`src/rtl/rr_arbiter_6.sv`:
```
// rr_arbiter_6: round-robin arbiter that shares one resource among N requesters.
// A grant is held until the owner drops its request, the resource pulses done,
// or the hold counter reaches MAX_HOLD. Every release is followed by one dead
// cycle (GAP), so the decoder driven by gnt_idx never switches owners on
// consecutive cycles.
//
// Ports:
//   clk      rising-edge clock
//   rst_n    asynchronous active-low reset
//   req      per-requester level request, held while wanting/owning
//   done     one-cycle completion pulse from the resource
//   gnt_vld  a grant is active
//   gnt_idx  index of current/last owner (decoder select)
//   gnt      one-hot grant, zero when gnt_vld=0
//   timeout  one-cycle pulse on a forced release by MAX_HOLD
//   busy     high in OWN and GAP
module rr_arbiter_6 #(
  parameter int unsigned N        = 6,
  parameter int unsigned IDX_W    = 3,
  parameter int unsigned MAX_HOLD = 16,
  parameter int unsigned HOLD_W   = 5
) (
  input  logic             clk,
  input  logic             rst_n,
  input  logic [N-1:0]     req,
  input  logic             done,
  output logic             gnt_vld,
  output logic [IDX_W-1:0] gnt_idx,
  output logic [N-1:0]     gnt,
  output logic             timeout,
  output logic             busy
);

  localparam int unsigned CAND_W = IDX_W + 1;

  typedef enum logic [1:0] {
    ST_IDLE = 2'd0,
    ST_OWN  = 2'd1,
    ST_GAP  = 2'd2
  } state_t;

  state_t             r_state;
  logic               r_gnt_vld;
  logic [IDX_W-1:0]   r_gnt_idx;
  logic [N-1:0]       r_gnt;
  logic               r_timeout;
  logic               r_busy;
  logic [IDX_W-1:0]   r_ptr;
  logic [HOLD_W-1:0]  r_hold_cnt;

  state_t             w_nxt_state;
  logic               w_nxt_gnt_vld;
  logic [IDX_W-1:0]   w_nxt_gnt_idx;
  logic [N-1:0]       w_nxt_gnt;
  logic               w_nxt_timeout;
  logic               w_nxt_busy;
  logic [IDX_W-1:0]   w_nxt_ptr;
  logic [HOLD_W-1:0]  w_nxt_hold_cnt;

  logic               w_found;
  logic [IDX_W-1:0]   w_winner;
  logic [N-1:0]       w_winner_oh;
  logic [CAND_W-1:0]  w_cand;
  logic               w_own_req;
  logic               w_at_max;
  logic               w_release;
  logic               w_hold_to;
  logic [IDX_W-1:0]   w_ptr_inc;

  // Search req starting at r_ptr, wrapping modulo N; first set bit wins.
  always_comb begin
    w_found     = 1'b0;
    w_winner    = '0;
    w_winner_oh = '0;
    w_cand      = '0;
    for (int i = 0; i < int'(N); i++) begin
      w_cand = {1'b0, r_ptr} + CAND_W'(i);
      if (w_cand >= CAND_W'(N)) begin
        w_cand = w_cand - CAND_W'(N);
      end
      for (int j = 0; j < int'(N); j++) begin
        if (!w_found && req[j] && (w_cand == CAND_W'(j))) begin
          w_found  = 1'b1;
          w_winner = IDX_W'(j);
        end
      end
    end
    for (int j = 0; j < int'(N); j++) begin
      w_winner_oh[j] = (IDX_W'(j) == w_winner);
    end
  end

  // Release conditions for the current owner; r_gnt is one-hot on the owner.
  always_comb begin
    w_own_req = |(req & r_gnt);
    w_at_max  = (r_hold_cnt == HOLD_W'(MAX_HOLD));
    w_release = !w_own_req || done || w_at_max;
    // Timeout only when the hold limit is the sole cause of release.
    w_hold_to = w_at_max && w_own_req && !done;
    w_ptr_inc = (r_gnt_idx == IDX_W'(N - 1)) ? '0 : r_gnt_idx + IDX_W'(1);
  end

  // Next-state and next-output logic.
  always_comb begin
    w_nxt_state    = r_state;
    w_nxt_gnt_vld  = r_gnt_vld;
    w_nxt_gnt_idx  = r_gnt_idx;
    w_nxt_gnt      = r_gnt;
    w_nxt_timeout  = 1'b0;
    w_nxt_ptr      = r_ptr;
    w_nxt_hold_cnt = r_hold_cnt;

    case (r_state)
      ST_IDLE: begin
        if (w_found) begin
          w_nxt_state    = ST_OWN;
          w_nxt_gnt_vld  = 1'b1;
          w_nxt_gnt_idx  = w_winner;
          w_nxt_gnt      = w_winner_oh;
          w_nxt_hold_cnt = HOLD_W'(1);
        end
      end
      ST_OWN: begin
        if (w_release) begin
          w_nxt_state    = ST_GAP;
          w_nxt_gnt_vld  = 1'b0;
          w_nxt_gnt      = '0;
          w_nxt_ptr      = w_ptr_inc;
          w_nxt_timeout  = w_hold_to;
          w_nxt_hold_cnt = '0;
        end else if (!w_at_max) begin
          w_nxt_hold_cnt = r_hold_cnt + HOLD_W'(1);
        end
      end
      ST_GAP: begin
        w_nxt_state = ST_IDLE;
      end
      default: begin
        w_nxt_state   = ST_IDLE;
        w_nxt_gnt_vld = 1'b0;
        w_nxt_gnt     = '0;
      end
    endcase

    w_nxt_busy = (w_nxt_state == ST_OWN) || (w_nxt_state == ST_GAP);
  end

  // State and registered outputs.
  always_ff @(posedge clk or negedge rst_n) begin
    if (!rst_n) begin
      r_state    <= ST_IDLE;
      r_gnt_vld  <= 1'b0;
      r_gnt_idx  <= '0;
      r_gnt      <= '0;
      r_timeout  <= 1'b0;
      r_busy     <= 1'b0;
      r_ptr      <= '0;
      r_hold_cnt <= '0;
    end else begin
      r_state    <= w_nxt_state;
      r_gnt_vld  <= w_nxt_gnt_vld;
      r_gnt_idx  <= w_nxt_gnt_idx;
      r_gnt      <= w_nxt_gnt;
      r_timeout  <= w_nxt_timeout;
      r_busy     <= w_nxt_busy;
      r_ptr      <= w_nxt_ptr;
      r_hold_cnt <= w_nxt_hold_cnt;
    end
  end

  assign gnt_vld = r_gnt_vld;
  assign gnt_idx = r_gnt_idx;
  assign gnt     = r_gnt;
  assign timeout = r_timeout;
  assign busy    = r_busy;

endmodule

```
`config.mk`:
```
export PLATFORM = sky130hd
export DESIGN_NAME = rr_arbiter_6
export DESIGN_NICKNAME = d
export VERILOG_FILES = /design/src/rtl/rr_arbiter_6.sv
export SDC_FILE = /design/constraint.sdc
export NUM_CORES = 1
export LEC_CHECK = 0
export CAP_MARGIN = 20
export CORE_MARGIN = 2
export CORE_UTILIZATION = 50
export CTS_BUF_LIST = sky130_fd_sc_hd__clkbuf_2 sky130_fd_sc_hd__clkbuf_4 sky130_fd_sc_hd__clkbuf_8
export CTS_CLUSTER_DIAMETER = 120
export DETAILED_ROUTE_END_ITERATION = 16
export GPL_TIMING_DRIVEN = 0
export PLACE_DENSITY = 0.82
export RECOVER_POWER = 25
export SLEW_MARGIN = 25
export SYNTH_ARGS = -nofsm -noshare
export SYNTH_HDL_FRONTEND = slang
export SYNTH_SLANG_ARGS = --single-unit
```
`constraint.sdc`:
```
create_clock -name clk -period 3.7 [get_ports clk]
set_input_delay 0.925 -clock clk [delete_from_list [all_inputs] [get_ports clk]]
set_output_delay 0.925 -clock clk [all_outputs]
set_load 0.02 [all_outputs]
```
==> results by group <==
Status
  – Outcome: completed

Detailed routing
  – Vias per inst: 6.51
  – DRC: 0
  – Wire per inst: 18.1 um
  – Total Wirelength: 7190 um
  – Antenna-violating nets left: 0
  – DRT Pass-1 Iters: 5
  – Vias: 2589
  – Detailed router's first-iteration violation count: 207

Place
  – DP Worst Slack: -0.590 ns
  – Buffers on Ports: 17
  – Placed Cells: 384
  – DP HPWL: 5010 um
  – RD Place Congestion: 1.02

Clock tree
  – Worst-path clk slew: 0.08 ns
  – TritonCTS Sinks: 22
  – CTS tree: built
  – Later-pin clock latency in the skew report: 0.26 ns
  – Hold Buf Count CTS: 0
  – Root Buffer: clkbuf_8
  – H-Tree Depth: 1
  – Clock tree buffer depth: 2
  – CTS Buf Count: 3

Die
  – FP Rows: 25
  – I/O pin count: 21
  – Die W: 74.1 um
  – Starting Density: 52.0%
  – Die area: 5490 um2
  – Die Height: 74.1 um
  – Core ar.: 4720 um2

Critical path
  – CP Class: reg -> reg
  – Most used cell along the critical path: buf_6
  – Slowest CP cell: or3_1
  – R2R Path End: gnt[1]
  – Critical Path Start: r_ptr[0]
  – Reg2Reg Setup Slack: 0.06 ns
  – CP endpoint kind: register
  – FF-to-FF path depth: 14
  – Startpoint Class: register
  – Cell Chain, Critical Path: buf_6, clkinvlp_4, ha_4, buf_6, inv_1, ha_1, and3b_1, o211ai_1, a21oi_2, or3_1, o31ai_1, nor2_1, o211a_1, a32o_1
  – WP data arrival: 3.79 ns
  – Critical path capture point: gnt[1]
  – CP Max Fanout: 10
  – CP max stage delay: 0.47 ns
  – CP required: 3.85 ns
  – R2R Path Start: r_ptr[0]

Logic synthesis
  – Post-synth EDFFs: 0
  – Share of the yosys chip area belonging to registers: 22.4%
  – Net count after synthesis: 326
  – Synthesized flop and latch total: 22
  – Synth unique cells: 73
  – Syn Inst Count: 300
  – Ys Warns: 0
  – Predominant post-synthesis flop cell: dfrtp_1
  – Cell area after synthesis: 2450 um2
  – Ys async rst share: 100%
  – Avg Synthesized Cell Area: 8.18 um2

Final layout
  – Fraction of layout cells with a size suffix above 1: 16.3%
  – Final core utilization: 62.4%
  – Area of the multi-input gates: 1860 um2
  – Synth-to-layout area growth: 20.1%
  – Fillers: 390
  – Layout net count: 358
  – Register area: 553 um2
  – Final Non-Filler Cells: 398
  – # diodes: 0

STA
  – Final period util: 98.3%
  – Crit path time final: 3.64 ns
  – Hold Violations, Final: 0
  – Clk_skew: 0.00693 ns
  – Slew Limit Headroom: 23.1%
  – Fmax: 0.275 GHz
  – Final worst setup slack: 0.0638 ns
  – Final setup viols: 0
  – Worst slew pin tran: 1.15 ns
  – Max-slew violation count: 0

Global routing
  – GRT Util Overall: 26.3%
  – Largest net degree at the start of global routing: 23
  – Vias in the first global route: 2316
  – Total grt overflow: 0
  – First-pass GRT wire length: 11300 um
  – Initial antenna violation count: 0

Worst hold path
  – Hold Crit Depth: 1
  – Worst Hold Class: reg -> reg

Job
  – Max-cap viol count: 0
-- metal layers --
layer	up-vias	share of wire (%)	GRT usage (%)
met5	-	0	0
li1	1202	-	-
met2	145	45	40.4
met3	28	9.0	3.25
met1	1214	43	38.7
met4	0	3.2	8.08
-- registers in the layout, indices dropped and copies added (netlist names) --
signal,cells
r_state,2
busy,1
r_hold_cnt,5
gnt,6
gnt_vld,1
gnt_idx,3
r_ptr,3
timeout,1
-- cells in the final DEF, fill, tap and decap left out, types with 4 or more instances in the layout --
cell type / netlist / final
mux2i_1: 5 / 5
clkdlybuf4s50_1: 0 / 15
nand3b_1: 4 / 4
a21oi_2: 3 / 5
nor2_1: 15 / 15
buf_4: 1 / 12
ha_1: 17 / 14
nor3_1: 7 / 7
nor2b_1: 6 / 6
a32o_1: 4 / 4
nand3_1: 17 / 17
nand2b_1: 6 / 6
a21oi_1: 19 / 17
a22oi_1: 4 / 4
o21ai_0: 9 / 9
a31oi_1: 8 / 8
dfrtp_1: 22 / 20
clkbuf_1: 8 / 8
o21a_1: 4 / 4
inv_1: 12 / 10
nor4_1: 5 / 5
o31ai_1: 7 / 6
nand2_1: 30 / 30
o31ai_2: 3 / 4
and2_1: 10 / 10
-- how the worst min path moves through the flow --
stage / startpoint / endpoint
after floorplan: r_hold_cnt[4] / r_hold_cnt[4]
after global placement: gnt_vld / gnt_vld
after detailed placement: gnt_vld / gnt_vld
after CTS: gnt_vld / gnt_vld
after global routing: gnt_vld / gnt_vld
final: gnt_vld / gnt_vld
-- cell type report --
class / count / share of cell area [%]
well taps: 67 / 2.84
clock inverters: 1 / 1.02
plain buffers: 12 / 2.25
inverters: 14 / 2.04
flip-flops and latches: 22 / 18.8
clock buffers: 3 / 1.40
multi-input cells: 251 / 63.2
repair buffers: 28 / 8.45
-- synth_stat cells (3+ instances only) --
master,n,area (um2)
a21oi_1,19,95.1
a32o_1,4,40.0
nand3_1,17,85.1
and3_1,3,18.8
nor4_1,5,31.3
nor2b_1,6,37.5
o31ai_2,3,37.5
buf_2,4,20.0
nor2_1,15,56.3
nand2b_1,6,37.5
xor2_1,3,26.3
a31oi_1,8,50.1
nand3b_1,4,30.0
a22oi_1,4,30.0
nand2_1,30,113
mux2i_1,5,50.1
o32ai_1,3,26.3
nor4b_1,3,26.3
and2_1,10,62.6
inv_1,12,45.0
o31ai_1,7,52.6
a21oi_2,3,26.3
o21ai_0,9,45.0
o21a_1,4,30.0
nor3_1,7,35.0
clkbuf_1,8,30.0
ha_1,17,213
dfrtp_1,22,551
-- cells by family after synthesis --
group                    Yosys count  share of synthesized area, %
multiplexers                       8                          3.41
flip-flops                        22                          22.4
AO/OA/AOI/OAI                     92                          28.0
AND/OR/NAND/NOR                  127                          29.7
adder cells (fa/ha/maj)           17                          8.66
buffers and inverters             27                          4.49
XOR/XNOR                           7                          3.36
-- what timing repair did --
item | 4_1_cts | 5_1_grt
setup endpoints to repair | 17 | 17
setup buffers | 6 | 5
pin swaps | 1 | 2
resized for setup | 7 | 15
-- per-stage QoR --
stage / hold WS, ns / TNS (ns) / instance area (um2)
5_1_grt: 0.535 / -0.0154 / 2950
4_1_cts: 0.511 / 0 / 2850
2_1_floorplan: 0.481 / 0 / 2450
3_3_place_gp: 0.483 / -6.97 / 2710
3_5_place_dp: 0.483 / -7.90 / 2710
6_report: 0.506 / 0 / 2950
-- critical path: cells and delay by family (launching register included) --
| kind | cells | cell delay [ns] |
|---|---|---|
| AO/OA/AOI/OAI | 5 | 1.30 |
| AND/OR/NAND/NOR | 3 | 0.75 |
| adder cells (fa/ha/maj) | 2 | 0.62 |
| buffers and inverters | 4 | 0.47 |
| flip-flops | 1 | 0.38 |
Power is left out: the tool's default activity adds up to more than one toggle a clock period on the data nets, which glitch-free logic cannot reach.
